File: src/rtl/fpmul_io_sequencer_pkg.sv
// fpmul_pkg: shared types and constants for the FP multiplier I/O sequencer.
//   state_t        - sequencer FSM states
//   FP_QNAN        - quiet NaN returned on multiplier timeout
//   FLG_*          - bit positions inside the 4-bit multiplier flag word
//   FLG_ERR_MASK   - flags that raise err (inexact alone does not)
//   IN_BEATS / OUT_BEATS - beat counts for the default widths
package fpmul_pkg;

  typedef enum logic [2:0] {
    IDLE   = 3'd0,
    LOAD_A = 3'd1,
    LOAD_B = 3'd2,
    START  = 3'd3,
    WAIT   = 3'd4,
    DRAIN  = 3'd5
  } state_t;

  localparam logic [31:0] FP_QNAN = 32'h7FC0_0000;

  localparam int FLG_INVALID   = 3;
  localparam int FLG_OVERFLOW  = 2;
  localparam int FLG_UNDERFLOW = 1;
  localparam int FLG_INEXACT   = 0;

  localparam logic [3:0] FLG_ERR_MASK = (4'b1 << FLG_INVALID)
                                      | (4'b1 << FLG_OVERFLOW)
                                      | (4'b1 << FLG_UNDERFLOW);

  localparam int FP_W_DEF   = 32;
  localparam int DIN_W_DEF  = 16;
  localparam int DOUT_W_DEF = 8;

  function automatic int beat_count(input int total_w, input int beat_w);
    return total_w / beat_w;
  endfunction

  localparam int IN_BEATS  = FP_W_DEF / DIN_W_DEF;
  localparam int OUT_BEATS = FP_W_DEF / DOUT_W_DEF;

endpackage

File: src/rtl/fpmul_io_sequencer_if.sv
// fpmul_io_sequencer_if: bundles the three buses around the sequencer.
//   operand input stream : in_data, in_valid, in_ready
//   result output stream : out_data, out_valid, out_ack
//   multiplier core bus  : mul_a, mul_b, mul_start, mul_done, mul_result, mul_flags
// master = sequencer view, slave = pads + multiplier view.
interface fpmul_io_sequencer_if
  import fpmul_pkg::*;
#(
  parameter int DIN_W  = DIN_W_DEF,
  parameter int DOUT_W = DOUT_W_DEF,
  parameter int FP_W   = FP_W_DEF
);
  logic [DIN_W-1:0]  in_data;
  logic              in_valid;
  logic              in_ready;
  logic [DOUT_W-1:0] out_data;
  logic              out_valid;
  logic              out_ack;
  logic [FP_W-1:0]   mul_a;
  logic [FP_W-1:0]   mul_b;
  logic              mul_start;
  logic              mul_done;
  logic [FP_W-1:0]   mul_result;
  logic [3:0]        mul_flags;

  modport master (
    input  in_data, in_valid, out_ack, mul_done, mul_result, mul_flags,
    output in_ready, out_data, out_valid, mul_a, mul_b, mul_start
  );

  modport slave (
    output in_data, in_valid, out_ack, mul_done, mul_result, mul_flags,
    input  in_ready, out_data, out_valid, mul_a, mul_b, mul_start
  );
endinterface

File: src/rtl/fpmul_io_sequencer_beat_serializer.sv
// fpmul_beat_serializer: holds the product and streams it out DOUT_W bits
// at a time, least significant beat first, with a valid/ack handshake.
//   clk, rst   - clock, synchronous active-high reset
//   clear      - drop any beat in flight (abort)
//   load       - capture load_data and start presenting beat 0 next cycle
//   out_data   - current beat, held while out_ack is low
//   out_valid  - beat presented
//   out_ack    - consumer took the beat
//   last_ack   - the final beat is being acknowledged this cycle
module fpmul_beat_serializer
  import fpmul_pkg::*;
#(
  parameter int FP_W   = FP_W_DEF,
  parameter int DOUT_W = DOUT_W_DEF
) (
  input  logic              clk,
  input  logic              rst,
  input  logic              clear,
  input  logic              load,
  input  logic [FP_W-1:0]   load_data,
  output logic [DOUT_W-1:0] out_data,
  output logic              out_valid,
  input  logic              out_ack,
  output logic              last_ack
);
  localparam int OUT_BEATS_L = beat_count(FP_W, DOUT_W);
  localparam int OCNT_W      = $clog2(OUT_BEATS_L + 1);
  localparam logic [OCNT_W-1:0] OUT_LAST = OCNT_W'(OUT_BEATS_L - 1);

  logic [FP_W-1:0]   result;
  logic [OCNT_W-1:0] beat_idx;
  logic              valid_q;
  logic              take;

  assign take      = valid_q & out_ack;
  assign last_ack  = take & (beat_idx == OUT_LAST);
  assign out_valid = valid_q;

  always_ff @(posedge clk) begin
    if (rst) begin
      result   <= '0;
      beat_idx <= '0;
      valid_q  <= 1'b0;
    end else if (clear) begin
      beat_idx <= '0;
      valid_q  <= 1'b0;
    end else if (load) begin
      result   <= load_data;
      beat_idx <= '0;
      valid_q  <= 1'b1;
    end else if (take) begin
      if (beat_idx == OUT_LAST) begin
        beat_idx <= '0;
        valid_q  <= 1'b0;
      end else begin
        beat_idx <= beat_idx + OCNT_W'(1);
      end
    end
  end

  // Beat selection from the registered index keeps out_data stable under backpressure.
  always_comb begin
    out_data = '0;
    for (int i = 0; i < OUT_BEATS_L; i++) begin
      if (beat_idx == OCNT_W'(i)) out_data = result[i*DOUT_W +: DOUT_W];
    end
  end
endmodule

File: src/rtl/fpmul_io_sequencer.sv
// fpmul_io_sequencer: collects two FP_W operands from the DIN_W input bus
// (low half first), launches the multiplier, and streams the product back
// over the DOUT_W output bus (low byte first).
//   wb_clk_i, wb_rst_i - clock, synchronous active-high reset
//   bus (master)       - operand stream, result stream, multiplier bus
//   abort              - return to IDLE discarding the transaction (err kept)
//   busy               - high in every state except IDLE
//   err                - sticky: multiplier exception or timeout; cleared by
//                        reset or the first accepted beat of a new transaction
// Optional build macro FPMUL_SEQ_TIMEOUT_EN: after MUL_TIMEOUT cycles in WAIT
// without mul_done, a quiet NaN is drained and err is set.
module fpmul_io_sequencer
  import fpmul_pkg::*;
#(
  parameter int DIN_W       = DIN_W_DEF,
  parameter int DOUT_W      = DOUT_W_DEF,
  parameter int FP_W        = FP_W_DEF,
  parameter int MUL_TIMEOUT = 64
) (
  input  logic wb_clk_i,
  input  logic wb_rst_i,
  fpmul_io_sequencer_if.master bus,
  input  logic abort,
  output logic busy,
  output logic err
);
  localparam int IN_BEATS_L = beat_count(FP_W, DIN_W);
  localparam int ICNT_W     = $clog2(IN_BEATS_L + 1);
  localparam logic [ICNT_W-1:0] IN_LAST = ICNT_W'(IN_BEATS_L - 1);

  if ((FP_W % DIN_W) != 0 || (FP_W % DOUT_W) != 0 || MUL_TIMEOUT < 1) begin : g_bad_cfg
    $error("fpmul_io_sequencer: FP_W must be a multiple of DIN_W and DOUT_W, MUL_TIMEOUT >= 1");
  end

  state_t            state, state_nxt;
  logic [ICNT_W-1:0] in_cnt;
  logic [FP_W-1:0]   mul_a_q, mul_b_q;
  logic              err_q;

  logic              in_ready_c;
  logic              accept;
  logic              last_beat;
  logic              fill_b;
  logic              first_beat;
  logic              drain_load;
  logic [FP_W-1:0]   drain_data;
  logic              set_err;
  logic              exc_flag;
  logic              last_ack;
  logic              tmo_expire;

`ifdef FPMUL_SEQ_TIMEOUT_EN
  localparam int TMO_W = $clog2(MUL_TIMEOUT + 1);
  localparam logic [TMO_W-1:0] TMO_LAST = TMO_W'(MUL_TIMEOUT - 1);
  logic [TMO_W-1:0] tmo_cnt;

  // Counts WAIT cycles; any other state holds it at zero so it restarts on entry.
  always_ff @(posedge wb_clk_i) begin
    if (wb_rst_i || state != WAIT) tmo_cnt <= '0;
    else                           tmo_cnt <= tmo_cnt + TMO_W'(1);
  end

  assign tmo_expire = (state == WAIT) && (tmo_cnt == TMO_LAST);
`else
  assign tmo_expire = 1'b0;
`endif

  assign exc_flag   = |(bus.mul_flags & FLG_ERR_MASK);
  assign in_ready_c = (state == IDLE) || (state == LOAD_A) || (state == LOAD_B);
  assign accept     = bus.in_valid & in_ready_c & ~abort;
  assign last_beat  = (in_cnt == IN_LAST);
  assign fill_b     = (state == LOAD_B);
  assign first_beat = accept & (state == IDLE);

  always_ff @(posedge wb_clk_i) begin
    if (wb_rst_i) state <= IDLE;
    else          state <= state_nxt;
  end

  // IDLE behaves as the first LOAD_A slot: in_cnt is zero there.
  always_comb begin
    state_nxt  = state;
    drain_load = 1'b0;
    drain_data = bus.mul_result;
    set_err    = 1'b0;
    case (state)
      IDLE, LOAD_A: begin
        if (accept) state_nxt = last_beat ? LOAD_B : LOAD_A;
      end
      LOAD_B: begin
        if (accept && last_beat) state_nxt = START;
      end
      START: state_nxt = WAIT;
      WAIT: begin
        if (bus.mul_done) begin
          drain_load = 1'b1;
          set_err    = exc_flag;
          state_nxt  = DRAIN;
        end else if (tmo_expire) begin
          drain_load = 1'b1;
          drain_data = FP_W'(FP_QNAN);
          set_err    = 1'b1;
          state_nxt  = DRAIN;
        end
      end
      DRAIN: begin
        if (last_ack) state_nxt = IDLE;
      end
      default: state_nxt = IDLE;
    endcase
    if (abort) begin
      state_nxt  = IDLE;
      drain_load = 1'b0;
      set_err    = 1'b0;
    end
  end

  always_ff @(posedge wb_clk_i) begin
    if (wb_rst_i) begin
      in_cnt  <= '0;
      mul_a_q <= '0;
      mul_b_q <= '0;
      err_q   <= 1'b0;
    end else begin
      if (abort) begin
        in_cnt <= '0;
      end else if (accept) begin
        in_cnt <= last_beat ? '0 : in_cnt + ICNT_W'(1);
        for (int i = 0; i < IN_BEATS_L; i++) begin
          if (in_cnt == ICNT_W'(i)) begin
            if (fill_b) mul_b_q[i*DIN_W +: DIN_W] <= bus.in_data;
            else        mul_a_q[i*DIN_W +: DIN_W] <= bus.in_data;
          end
        end
      end
      if (set_err)         err_q <= 1'b1;
      else if (first_beat) err_q <= 1'b0;
    end
  end

  fpmul_beat_serializer #(
    .FP_W   (FP_W),
    .DOUT_W (DOUT_W)
  ) u_ser (
    .clk       (wb_clk_i),
    .rst       (wb_rst_i),
    .clear     (abort),
    .load      (drain_load),
    .load_data (drain_data),
    .out_data  (bus.out_data),
    .out_valid (bus.out_valid),
    .out_ack   (bus.out_ack),
    .last_ack  (last_ack)
  );

  assign bus.in_ready  = in_ready_c;
  assign bus.mul_a     = mul_a_q;
  assign bus.mul_b     = mul_b_q;
  // Reset and abort both outrank the launch.
  assign bus.mul_start = (state == START) & ~abort & ~wb_rst_i;
  assign busy          = (state != IDLE);
  assign err           = err_q;
endmodule

File: src/flat_wrapper.sv
// flat-port wrapper written by rule: the top's interface ports become plain ports
module fpmul_io_sequencer_flat import fpmul_pkg::*;
#(
  parameter int DIN_W       = DIN_W_DEF,
  parameter int DOUT_W      = DOUT_W_DEF,
  parameter int FP_W        = FP_W_DEF,
  parameter int MUL_TIMEOUT = 64
)
  (wb_clk_i, wb_rst_i, abort, busy, err, bus_in_data, bus_in_valid, bus_out_ack, bus_mul_done, bus_mul_result, bus_mul_flags, bus_in_ready, bus_out_data, bus_out_valid, bus_mul_a, bus_mul_b, bus_mul_start);
  fpmul_io_sequencer_if #(.DIN_W(DIN_W), .DOUT_W(DOUT_W), .FP_W(FP_W)) bus_i ();
  input  logic wb_clk_i;
  input  logic wb_rst_i;
  input  logic abort;
  output logic busy;
  output logic err;
  input wire logic [$bits(bus_i.in_data)-1:0] bus_in_data;
  input wire logic [$bits(bus_i.in_valid)-1:0] bus_in_valid;
  input wire logic [$bits(bus_i.out_ack)-1:0] bus_out_ack;
  input wire logic [$bits(bus_i.mul_done)-1:0] bus_mul_done;
  input wire logic [$bits(bus_i.mul_result)-1:0] bus_mul_result;
  input wire logic [$bits(bus_i.mul_flags)-1:0] bus_mul_flags;
  output wire logic [$bits(bus_i.in_ready)-1:0] bus_in_ready;
  output wire logic [$bits(bus_i.out_data)-1:0] bus_out_data;
  output wire logic [$bits(bus_i.out_valid)-1:0] bus_out_valid;
  output wire logic [$bits(bus_i.mul_a)-1:0] bus_mul_a;
  output wire logic [$bits(bus_i.mul_b)-1:0] bus_mul_b;
  output wire logic [$bits(bus_i.mul_start)-1:0] bus_mul_start;
  assign bus_i.in_data = bus_in_data;
  assign bus_i.in_valid = bus_in_valid;
  assign bus_i.out_ack = bus_out_ack;
  assign bus_i.mul_done = bus_mul_done;
  assign bus_i.mul_result = bus_mul_result;
  assign bus_i.mul_flags = bus_mul_flags;
  assign bus_in_ready = bus_i.in_ready;
  assign bus_out_data = bus_i.out_data;
  assign bus_out_valid = bus_i.out_valid;
  assign bus_mul_a = bus_i.mul_a;
  assign bus_mul_b = bus_i.mul_b;
  assign bus_mul_start = bus_i.mul_start;
  fpmul_io_sequencer #(.DIN_W(DIN_W), .DOUT_W(DOUT_W), .FP_W(FP_W), .MUL_TIMEOUT(MUL_TIMEOUT)) u_core (.wb_clk_i(wb_clk_i), .wb_rst_i(wb_rst_i), .bus(bus_i), .abort(abort), .busy(busy), .err(err));
endmodule
File: config.mk
export PLATFORM = sky130hd
export DESIGN_NAME = fpmul_io_sequencer_flat
export DESIGN_NICKNAME = d
export VERILOG_FILES = /design/src/rtl/fpmul_io_sequencer_pkg.sv /design/src/rtl/fpmul_io_sequencer_if.sv /design/src/rtl/fpmul_io_sequencer_beat_serializer.sv /design/src/rtl/fpmul_io_sequencer.sv /design/src/flat_wrapper.sv
export SDC_FILE = /design/constraint.sdc
export NUM_CORES = 1
export LEC_CHECK = 0
export ABC_AREA = 1
export CAP_MARGIN = 20
export CELL_PAD_IN_SITES_DETAIL_PLACEMENT = 0
export CELL_PAD_IN_SITES_GLOBAL_PLACEMENT = 1
export CORE_MARGIN = 4
export CORE_UTILIZATION = 33
export DETAILED_ROUTE_END_ITERATION = 16
export PLACE_DENSITY = 0.86
export SYNTH_ARGS = -nofsm -noshare
export SYNTH_HDL_FRONTEND = slang
export SYNTH_SLANG_ARGS = --single-unit
File: constraint.sdc
create_clock -name wb_clk_i -period 1.9 [get_ports wb_clk_i]
set_input_delay 0.38 -clock wb_clk_i [delete_from_list [all_inputs] [get_ports wb_clk_i]]
set_output_delay 0.38 -clock wb_clk_i [all_outputs]
set_load 0.01 [all_outputs]
======== Word level (Yosys, flattened, before mapping) ========
Index checks and enable logic that the tools add are counted.
cells by class
  add/subtract/negate cells ............... 2
  equality and inequality tests ........... 13
  multiplexer cells ....................... 23
  bitwise operators ....................... 10
  reduce and logical (&&, ||, !) cells .... 21
operators by type and width
  kind                                            count
  2-to-1 mux 8 bit                                4
  AND reduction 4 bit                             5
  2-to-1 mux 3 bit                                5
  case mux 3 bit (5 select lines)                 1
  == test 3 x 2 -> 1 bit (second input constant)  4
  2-to-1 mux 1 bit                                11
  bitwise AND 1 bit                               7
  == test 3 x 1 -> 1 bit (second input constant)  2
  == test 3 bit (second input constant)           2
  zero test 3 bit                                 2
  nonzero test 2 bit                              3
  OR reduction 3 bit                              2
  2-to-1 mux 2 bit                                2
  != test 2 x 1 -> 1 bit (second input constant)  2
  != test 2 bit (second input constant)           2
  AND reduction 2 bit                             2
  OR reduction 2 bit                              2
  adder 3 x 1 -> 3 bit (second input constant)    1
  NOT 1 bit                                       3
  nonzero test 3 bit                              1
  adder 2 x 1 -> 2 bit (second input constant)    1
  == test 2 x 1 -> 1 bit (second input constant)  1
  zero test 2 bit                                 1
  logical OR 1 bit                                2
  logical AND 1 bit                               1
word-level totals
  register bits ........................... 106
  bits of input ports ..................... 58
  logic and storage cells ................. 79

======== Longest topological paths before layout ========
Gate-level depths: netlist of the first run.
  word-level depth ........................ 8
  depth in mapped cells ................... 10
  gate-level depth less buffers ........... 9

======== By module ========
A second synthesis of the first run with hierarchy kept.
unflattened totals
  cells, all modules ...................... 600
  area total of the unflattened synthesis .. 4485.6 µm²
modules (own cells, without submodules)
  module                 instances  cells an instance  area an instance (µm²)
  fpmul_io_sequencer     1          342                2750.1
  fpmul_beat_serializer  1          258                1735.4

======== Least setup slack after synthesis of the first run ========
OpenSTA, ideal clock, no wires.
  path kind ............................... register to output
  start point ............................. register u_core.u_ser.beat_idx[1]
  end point ............................... output port bus_out_data[0]
  arrival ................................. 1.367 ns
  required time ........................... 1.520 ns
  path slack .............................. 0.153 ns
  stages on the path, launching flop included .. 8
  buffers on the path ..................... 1
  cell sequence ........................... dfxtp_1 -> inv_1 -> ha_1 -> clkbuf_1 -> nand2_1 -> nor2_1 -> o21ai_0 -> a22oi_1
on the way
  longest elaborated chain between the ends .. 5
  elaborated cells on any way between the ends .. 8
  classes of those cells .................. eq/ne (3); mux (4); reduce/logical (1)
RTL lines
  element                        RTL line                                  text
  from (decl)                    fpmul_io_sequencer_beat_serializer.sv:31  logic [OCNT_W-1:0] beat_idx;
  from (signal assigned)         fpmul_io_sequencer_beat_serializer.sv:56  beat_idx <= beat_idx + OCNT_W'(1);
  zero test 3 bit                fpmul_io_sequencer_beat_serializer.sv:65  if (beat_idx == OCNT_W'(i)) out_data = result[i*DOUT_W +: DOUT_W];
  2-to-1 mux 8 bit (3 in a row)  fpmul_io_sequencer_beat_serializer.sv:65
  2-to-1 mux 8 bit *             fpmul_io_sequencer_beat_serializer.sv:65
  to (decl)                      flat_wrapper.sv:23                        output wire logic [$bits(bus_i.out_data)-1:0] bus_out_data;
Every way passes the cells marked *; elsewhere a longest branch is shown, timed or not.

======== Worst setup path after layout of the first run ========
  start point ............................. register u_core.u_ser.beat_idx[0]
  end point ............................... output port bus_out_data[5]
Same word-level chain as after synthesis.

==> metrics, run 1 <==
Die Area 0.01493 mm2; pwr/cell area 736.5 mW/mm2; run status finished, violations left; Worst-Margin Slew 525.1 ps; Pleak approximately 2.4 nW; syn nets approximately 630; Initial DRC Count a little over 300; most common cell in the synthesized netlist nor2_1; Vias/cell 4.775; Max VDD drop 575.2 uV; fmax 486.5 MHz; first-pass GRT wire length 20870 um; Post-Syn Area 0.004304 mm2; syn avg cell area 7.631 um2; nets 765; clock sinks 106; Critical Path Slowest Stage Cell dfxtp_4; antenna viol nets, final 0; pre-CTS setup slack -373.9 ps; crit end category primary output; DRT Pass-1 Iters 4; Crit path max-delay family flip-flops; placed cell areas 0.005939 mm2; post-route minimum period around 2100 ps; Hold Crit Class reg -> reg; top cell type's share of synthesized area about half; endpoints failing hold 0; Final Cell Area 0.006421 mm2; Die Wd 122.2 um; Final Setup Violations 8; top_reg_cell synth dfxtp_1; Fin Clk Skew 10.77 ps; Worst EP arrival 1680 ps; fin worst setup slack -155.6 ps; via count 4202; number of synthesized flops with an enable pin 0; WL final 13320 um; CP bufs+invs 2; CTS tree built; Worst EP required 1520 ps; Synth cell types 25; gr usage total roughly 18%; RSZ-0062 raised after global routing true; CTS buffer count 9; largest net degree at the start of global routing 66; Post-Syn Instances ~560; layout cells sized above 1 13.84%; Clock transition at path regs around 70 ps; Inst Count DP around 860; Synth area leader dfxtp_1; GP Congestion 0.8601; WL/cell 15.14 um; largest fanout on the critical path 8; Starting Density 33.97%; hold buffers post-CTS 0; Bufs on Longest Clock Path 2; non-filler cells in the finished layout 880; fin crit share 108.2%; IO Count 135; H-Tree Depth 3; Rows 41; failing checks negative setup slack; die height 122.2 um; HPWL after DPL 9436 um; sequential element share of the synthesized area 49.30%; vias in the first global route 4184; initial antenna violation count 0; most frequent cells after synthesis nor2_1 (136), dfxtp_1 (106), o21ai_0 (93); antenna diode instance count 0; Synthesis Warnings 0; Core Box Area 0.01267 mm2; Port Buf Inserts approximately 130; kind of critical path reg -> out; crit start category flip-flop; root buf cell clkbuf_16; P&R area growth vs syn 49.19%; FF+latch count, synth between 100 and 150; Clk Latency, worst-skew pair 350 ps; Slew Viols, Final 0; Synth area leaders dfxtp_1 (49%), nor2_1 (12%), o21ai_0 (11%); total of max-cap violations 0; async set-reset flop share out of synthesis 0%; Max-slew headroom 64.96%; Largest stage delay, worst path approximately 380 ps; GR Overflow Total 0; overall power after layout about 4.7 mW; DRC violation count after routing 0; sequence of cells on the critical path inv_4, ha_4, nand2_4, nor3_2, o21ai_1, a22oi_1, buf_2
==> routing by layer <==
layer  track usage [%]  up-vias  share of wire, %
met5                 0        -                 0
met4             4.339        0               1.0
met3             7.196       13               8.9
met2             30.23      125                48
met1             20.50     1949                42
li1                  -     2115                 -
==> sequential cells by signal (all words and copies together), names as in the netlist <==
name / count
u_core.bus.mul_b: 32
u_core.bus.mul_a: 32
u_core.err: 1
u_core.u_ser.result: 32
u_core.u_ser.out_valid: 1
u_core.state: 3
u_core.u_ser.beat_idx: 3
u_core.in_cnt: 2
==> area by class of cell <==
cell class              count  area [um2]
fillers                  1225        6250
flip-flops and latches    106        2133
multi-input cells         372        1962
repair buffers            156        1560
clock buffers              10       229.0
inverters                  58       222.7
well taps                 172       215.2
clock inverters             6       98.84
==> through the flow <==
step	hold WS (ps)	TNS (ps)	utilization, %
2_1_floorplan	424.6	0	-
3_3_place_gp	447.5	-6901	46.87
3_5_place_dp	453.1	-8748	46.87
4_1_cts	463.5	-663.8	50.19
5_1_grt	491.1	-1520	50.68
6_report	462.3	-855.7	50.68
==> final timing paths <==
path	startpoint	to	slack, ps	cells after the start
worst min register to register	u_core.u_ser.result[13]	u_core.u_ser.result[13]	460	2
worst max register to register	u_core.u_ser.beat_idx[1]	u_core.state[0]	320	10
worst min-delay path	u_core.u_ser.result[13]	u_core.u_ser.result[13]	460	2
worst max-delay path	u_core.u_ser.beat_idx[0]	bus_out_data[5]	-160	7
==> where the power goes <==
| part | internal, mW | switching, mW |
|---|---|---|
| clock network | 1.18 | 0.858 |
| logic | 0.226 | 0.197 |
| registers | 2.25 | 0.0201 |
| total | 3.65 | 1.08 |
==> cell usage in the layout (no fill, tap or decap), types with 2 or more instances in the layout <==
cell type / n
nor2_4: 5
inv_4: 2
o21ai_1: 32
a22oi_1: 4
ha_4: 4
nand3_2: 2
nor2_1: 136
nand2_2: 5
clkbuf_16: 9
buf_2: 8
buf_12: 7
inv_8: 2
nor2_2: 2
dfxtp_4: 2
bufinv_16: 2
dfxtp_1: 101
a22oi_2: 4
inv_1: 50
nor3_2: 5
inv_2: 6
dfxtp_2: 3
clkdlybuf4s50_1: 123
nor3_4: 2
o21ai_2: 3
o21ai_0: 79
nand2_4: 4
nand3_1: 8
nand2_1: 16
a21oi_1: 37
buf_4: 15
nor3_1: 20
==> logic make-up after synthesis <==
| group | Yosys count | share of synthesized area (%) |
|---|---|---|
| AND/OR/NAND/NOR | 205 | 21.34 |
| adder cells (fa/ha/maj) | 4 | 1.163 |
| buffers and inverters | 88 | 8.866 |
| flip-flops | 106 | 49.30 |
| AO/OA/AOI/OAI | 161 | 19.33 |
==> what timing repair did <==
action,in CTS,in global routing
setup endpoints to repair,11,10
gates resized for setup,77,17
cloned,2,0
pin swaps,5,5
setup buffers,1,0
==> worst register-to-register path, cell delays in order (launching register included) <==
cell,delay (ps)
dfxtp_4,360
buf_4,140
ha_4,150
nand2_2,110
buf_4,180
nor2_1,150
nor2_1,60
nor2_1,90
nand2_1,90
nor2_1,100
nor2_1,50
Power figures use the tool's default switching activity.
==> inputs of run 2 (changes only) <==
--- a/config.mk
+++ b/config.mk
@@ -11,6 +11,7 @@
 export CELL_PAD_IN_SITES_GLOBAL_PLACEMENT = 1
 export CORE_MARGIN = 4
 export CORE_UTILIZATION = 33
+export CTS_CLUSTER_SIZE = 25
 export DETAILED_ROUTE_END_ITERATION = 16
 export PLACE_DENSITY = 0.86
 export SYNTH_ARGS = -nofsm -noshare
==> constraint.sdc (replaced) <==
create_clock -name wb_clk_i -period 1.9 [get_ports wb_clk_i]
set_input_delay 0.57 -clock wb_clk_i [delete_from_list [all_inputs] [get_ports wb_clk_i]]
set_output_delay 0.57 -clock wb_clk_i [all_outputs]
set_load 0.01 [all_outputs]
==> metrics, run 2 (same netlist as run 1, synthesis figures left out) <==
failing checks negative setup slack; fmax 446.3 MHz (-8.3%); DRC violation count after routing 0 (unchanged); P_int 3.409 mW (-6.7%); fin crit share 117.9% (+9.7 points); antenna diode instance count 0 (unchanged); run status finished, violations left; endpoints failing hold 0 (unchanged); total of max-cap violations 0 (unchanged); RSZ-0062 raised after global routing true; Starting Density 33.97% (unchanged); Fin Clk Skew 10.41 ps (-0.3667 ps); Hold Crit Class reg -> reg; crit end category primary output; clock sinks 106 (unchanged); Worst EP arrival 1670 ps (about the same); Die Wd 122.2 um (unchanged); P&R area growth vs syn 52.88%; Pleak 2.508 nW (+3.9%); Clock transition at path regs 70 ps (about the same); IO Count 135 (unchanged); commonest non-fill, non-tap cell in the layout nor2_1; layout cells sized above 1 16.25% (+2.4 points); WL final 13440 um (+0.86%); Clk network pwr share 39.8% (-3.2 points); post-route minimum period 2241 ps (+185.1 ps); antenna viol nets, final 0 (unchanged); Core Box Area 0.01267 mm2 (unchanged); Max-slew headroom 75.92% (+11 points); Clk Latency, worst-skew pair 340 ps (about the same); HPWL after DPL 9451 um (+0.16%); initial antenna violation count 0 (unchanged); Final Setup Violations 8 (unchanged); GP Congestion 0.9261 (+7.7%); largest net degree at the start of global routing 65 (-1.5%); WHS 460.9 ps (-1.316 ps); Initial DRC Count 299 (-3.5%); H-Tree Depth 3 (unchanged); largest fanout on the critical path 8 (unchanged); Sw Share 24.22% (+1.5 points); crit start category flip-flop; Worst EP required 1330 ps (-190 ps); root buf cell clkbuf_16; die height 122.2 um (unchanged); net switching power 1.090 mW (+1.3%); via count 4313 (+2.6%); combinational fraction of design power 9.8% (+0.9 points); Max VDD drop 356.7 uV (-38%); Die Area 0.01493 mm2 (unchanged); most frequent cells in the layout nor2_1 (134), clkdlybuf4s50_1 (120), dfxtp_1 (101); R2R depth 9 (-1); first-pass GRT wire length 20760 um (-0.56%); pwr/cell area 683.6 mW/mm2 (-7.2%); vias in the first global route 4184 (unchanged); kind of critical path reg -> out; WL/cell 14.96 um (-1.2%); CTS buffer count 9 (unchanged); GR Overflow Total 0 (unchanged); Worst-Margin Slew 359.9 ps (-165.2 ps); CTS tree built; Rows 41 (unchanged); fin worst setup slack -340.7 ps (-185.1 ps); Hold Path Depth 2 (unchanged); Vias/cell 4.803 (+0.58%); gr usage total 17.64% (about the same); Port Buf Inserts 133 (unchanged); nets 783 (+2.4%); DRT Pass-1 Iters 5 (+1); hold buffers post-CTS 0 (unchanged); Final Util 51.93% (+1.3 points); Slew Viols, Final 0 (unchanged); Bufs on Longest Clock Path 2 (unchanged); Reg power frac 50.4% (+2.4 points)
run 2: changes by cell type in the layout (fill, tap and decap cells not counted), sizes merged:
| cell | previous run | this run |
|---|---|---|
| buf | 31 | 51 |
| clkdlybuf4s50 | 123 | 120 |
| bufinv | 2 | 0 |
| dlymetal6s2s | 1 | 0 |
| nand2 | 25 | 24 |
| clkinv | 1 | 0 |
| inv | 60 | 63 |
| dlygate4sd2 | 1 | 4 |
run 2: path summary, 6_finish.rpt:
check                                start                      end  slack [ps]
hold / removal     u_core.u_ser.result[13]  u_core.u_ser.result[13]         460
hold reg to reg    u_core.u_ser.result[13]  u_core.u_ser.result[13]         460
setup / recovery  u_core.u_ser.beat_idx[1]          bus_out_data[1]        -340
setup reg to reg  u_core.u_ser.beat_idx[0]          u_core.state[0]         350
run 2: repair_timing:
item                                    4_1_cts  5_1_grt
resized for setup                            85       25
endpoints found under the setup margin       11        9
endpoints found under the hold margin         0        0
buffers inserted                              6        1
gates cloned                                  1        0
pin swaps                                     8       11
run 2: stage by stage:
step | TNS [ps] | instance area (um2) | worst slack, ps | std cells | power, mW
final | -2360 | 6580 | -340.7 | 898 | 4.498
after global routing | -3066 | 6580 | -411.2 | 898 | 4.691
after CTS | -2381 | 6486 | -317.8 | 897 | 4.549
after detailed placement | -23180 | 6075 | -594.9 | 874 | 2.757
after global placement | -20300 | 6075 | -504.7 | 874 | 2.755
after floorplan | 0 | 4305 | 27.27 | 564 | 2.484
run 2: power by group through the flow:
stage	Sequential [mW]	Clock [mW]	Combinational, mW
2_1_floorplan	2.33	0	0.152
3_3_place_gp	2.32	0	0.431
3_5_place_dp	2.32	0	0.432
4_1_cts	2.27	1.84	0.440
5_1_grt	2.27	1.94	0.480
6_report	2.27	1.79	0.441
run 2: layer usage:
layer | global-route usage [%] | wire [um] | up-vias
li1 | - | - | 2152
met1 | 21.50 | 5702 | 1993
met2 | 29.10 | 6268 | 150
met3 | 6.778 | 1196 | 18
met4 | 4.829 | 268 | 0
met5 | 0 | 0 | -
run 2: area by class of cell:
type / count / area [um2]
Clock buffer: 10 / 229.0
Sequential cell: 106 / 2138
Tap cell: 172 / 215.2
Multi-Input combinational cell: 371 / 1979
Timing Repair Buffer: 175 / 1734
Fill cell: 1206 / 6091
Clock inverter: 6 / 53.80
Inverter: 58 / 230.2
run 2: critical path, cell delays in order (launching register included):
cell and delay [ps]:
dfxtp_4 370, inv_4 50, ha_4 160, buf_12 140, nor3_1 200, o21ai_0 110
a22oi_1 140, buf_2 160
==> inputs of run 3 (changes only) <==
--- a/config.mk
+++ b/config.mk
@@ -10,10 +10,10 @@
 export CELL_PAD_IN_SITES_DETAIL_PLACEMENT = 0
 export CELL_PAD_IN_SITES_GLOBAL_PLACEMENT = 1
 export CORE_MARGIN = 4
-export CORE_UTILIZATION = 33
+export CORE_UTILIZATION = 26
 export CTS_CLUSTER_SIZE = 25
 export DETAILED_ROUTE_END_ITERATION = 16
-export PLACE_DENSITY = 0.86
+export PLACE_DENSITY = 0.71
 export SYNTH_ARGS = -nofsm -noshare
 export SYNTH_HDL_FRONTEND = slang
 export SYNTH_SLANG_ARGS = --single-unit
==> metrics, run 3 (same netlist as run 1, synthesis figures left out) <==
largest fanout on the critical path 5 (-3); Clock transition at path regs 70 ps (about the same); antenna viol nets, final 0 (unchanged); Bufs on Longest Clock Path 2 (unchanged); fin worst setup slack -294.2 ps (+46.41 ps); CP bufs+invs 3 (unchanged); vias in the first global route 4331 (+3.5%); Vias/cell 4.511 (-6.1%); R2R depth 11 (+2); Largest stage delay, worst path 370 ps (about the same); Crit path max-delay family flip-flops; gr usage total 14.97% (-2.7 points); largest net degree at the start of global routing 60 (-7.7%); IO Count 135 (unchanged); Hold Path Depth 2 (unchanged); Pleak 2.605 nW (+3.9%); non-filler cells in the finished layout 950 (+5.8%); run status finished, violations left; FF-to-FF setup slack 370 ps (+20 ps); Initial DRC Count 127 (-58%); most frequent cells in the layout nor2_1 (135), clkdlybuf4s50_1 (118), dfxtp_1 (101); Reg power frac 47.6% (-2.8 points); combinational fraction of design power 9.1% (-0.7 points); worst hold start u_core.u_ser.result[13]; Worst-Margin Slew 363.3 ps (+3.370 ps); DRT Pass-1 Iters 4 (-1); die height 136.7 um (+12%); Starting Density 26.80% (-7.2 points); clock sinks 106 (unchanged); Fin Clk Skew 9.599 ps (-0.8069 ps); pwr/cell area 706.4 mW/mm2 (+3.3%); Max-slew headroom 75.73% (-0.19 points); HPWL after DPL 10060 um (+6.4%); Critical Path Slowest Stage Cell dfxtp_4; DRC violation count after routing 0 (unchanged); RSZ-0062 raised after global routing true; kind of critical path reg -> out; pre-CTS setup slack -555.7 ps (+39.18 ps); antenna diode instance count 0 (unchanged); Fillers 1606 (+33%); CTS tree built; Final Setup Violations 8 (unchanged); crit start category flip-flop; Core Box Area 0.01606 mm2 (+27%); fin crit share 115.5% (-2.4 points); commonest non-fill, non-tap cell in the layout nor2_1; Hold Crit Class reg -> reg; Slew Viols, Final 0 (unchanged); nets 791 (+1.0%); Die Area 0.01868 mm2 (+25%); GR Overflow Total 0 (unchanged); hold buffers post-CTS 0 (unchanged); Max VDD drop 467.4 uV (+31%); P&R area growth vs syn 56.63%; WHS Endpoint u_core.u_ser.result[13]; failing checks negative setup slack; CTS buffer count 9 (unchanged); r2r endpoint u_core.state[0]; Clk network pwr share 43.2% (+3.4 points); WL final 14080 um (+4.8%); Worst EP required 1330 ps (about the same); GP Congestion 0.8361 (-9.7%); total of max-cap violations 0 (unchanged); Worst EP arrival 1620 ps (-50 ps); initial antenna violation count 0 (unchanged); Sw Share 23.30% (-0.92 points); P_int 3.652 mW (+7.1%); Port Buf Inserts 133 (unchanged); placed cell areas 0.006165 mm2 (+1.5%); first-pass GRT wire length 21870 um (+5.4%); Inst Count DP 926 (+5.9%); layout cells sized above 1 17.71% (+1.5 points); net switching power 1.110 mW (+1.9%); crit end category primary output; Clk Latency, worst-skew pair 350 ps (about the same); Die Wd 136.7 um (+12%); Rows 46 (+12%); post-route minimum period 2194 ps (-46.41 ps); root buf cell clkbuf_16; sequence of cells on the critical path inv_4, ha_4, buf_6, nor3_2, o21ai_1, a22oi_1, buf_2; WL/cell 14.82 um (-0.97%); Final Cell Area 0.006741 mm2 (+2.5%); fmax 455.7 MHz (+2.1%); endpoints failing hold 0 (unchanged); H-Tree Depth 3 (unchanged); via count 4285 (-0.65%); r2r startpoint u_core.u_ser.beat_idx[0]
==> run 3: cell type report <==
type                            instances  area (um2)  share of cell area (%)
Clock buffer                            9       225.2                   3.341
Clock inverter                          7       100.1                   1.485
Inverter                               58       225.2                   3.341
Multi-Input combinational cell        370        1998                   29.64
Sequential cell                       106        2138                   31.72
Tap cell                              216       270.3                   4.009
Timing Repair Buffer                  184        1784                   26.47
==> run 3: how the worst max path moves through the flow <==
stage                                   startpoint              end  slack [ps]  depth (start not counted)
final                     u_core.u_ser.beat_idx[1]  bus_out_data[7]        -290                          7
after global placement                       abort    bus_mul_start        -530                          5
after detailed placement                     abort    bus_mul_start        -560                          5
after CTS                 u_core.u_ser.beat_idx[0]  bus_out_data[5]        -280                          7
after global routing      u_core.u_ser.beat_idx[0]  bus_out_data[3]        -380                          8
after floorplan           u_core.u_ser.beat_idx[0]  bus_out_data[0]          30                          6
==> run 3: power by group through the flow <==
stage | combinational [mW] | clock, mW | sequential, mW
after floorplan | 0.152 | 0 | 2.33
after global placement | 0.427 | 0 | 2.32
after detailed placement | 0.429 | 0 | 2.33
after CTS | 0.437 | 2.10 | 2.27
after global routing | 0.475 | 2.22 | 2.27
final | 0.435 | 2.06 | 2.27
==> run 3: per-stage QoR <==
stage / hold WS, ps / power, mW / setup TNS [ps] / utilization [%]
4_1_cts: 462.8 / 4.809 / -2162 / 41.37
3_5_place_dp: 451.9 / 2.754 / -27830 / 38.39
3_3_place_gp: 449.9 / 2.751 / -23900 / 38.39
2_1_floorplan: 424.6 / 2.484 / 0 / -
6_report: 467.6 / 4.762 / -2183 / 41.98
5_1_grt: 499.8 / 4.963 / -2926 / 41.98
==> run 3: worst reg2reg max path, cell delays in order (launching register included) <==
cell and delay (ps):
dfxtp_4 390, buf_6 110, ha_4 140, nand2_4 60, buf_4 130, buf_4 140
nor2_1 90, nor2_1 50, nor2_1 80, nand2_1 90, nor2_1 100, nor2_1 50
==> run 3: what timing repair did <==
action,4_1_cts,5_1_grt
endpoints found under the hold margin,0,0
resized for setup,96,18
endpoints found under the setup margin,11,10
buffers inserted,7,1
pin swaps,21,9
==> run 3: layer usage <==
layer | routed length [um] | global-route usage, % | vias to the layer above
li1 | - | - | 2172
met1 | 5785 | 17.34 | 1951
met2 | 6692 | 25.33 | 147
met3 | 1359 | 5.956 | 15
met4 | 238 | 4.647 | 0
met5 | 0 | 0 | -
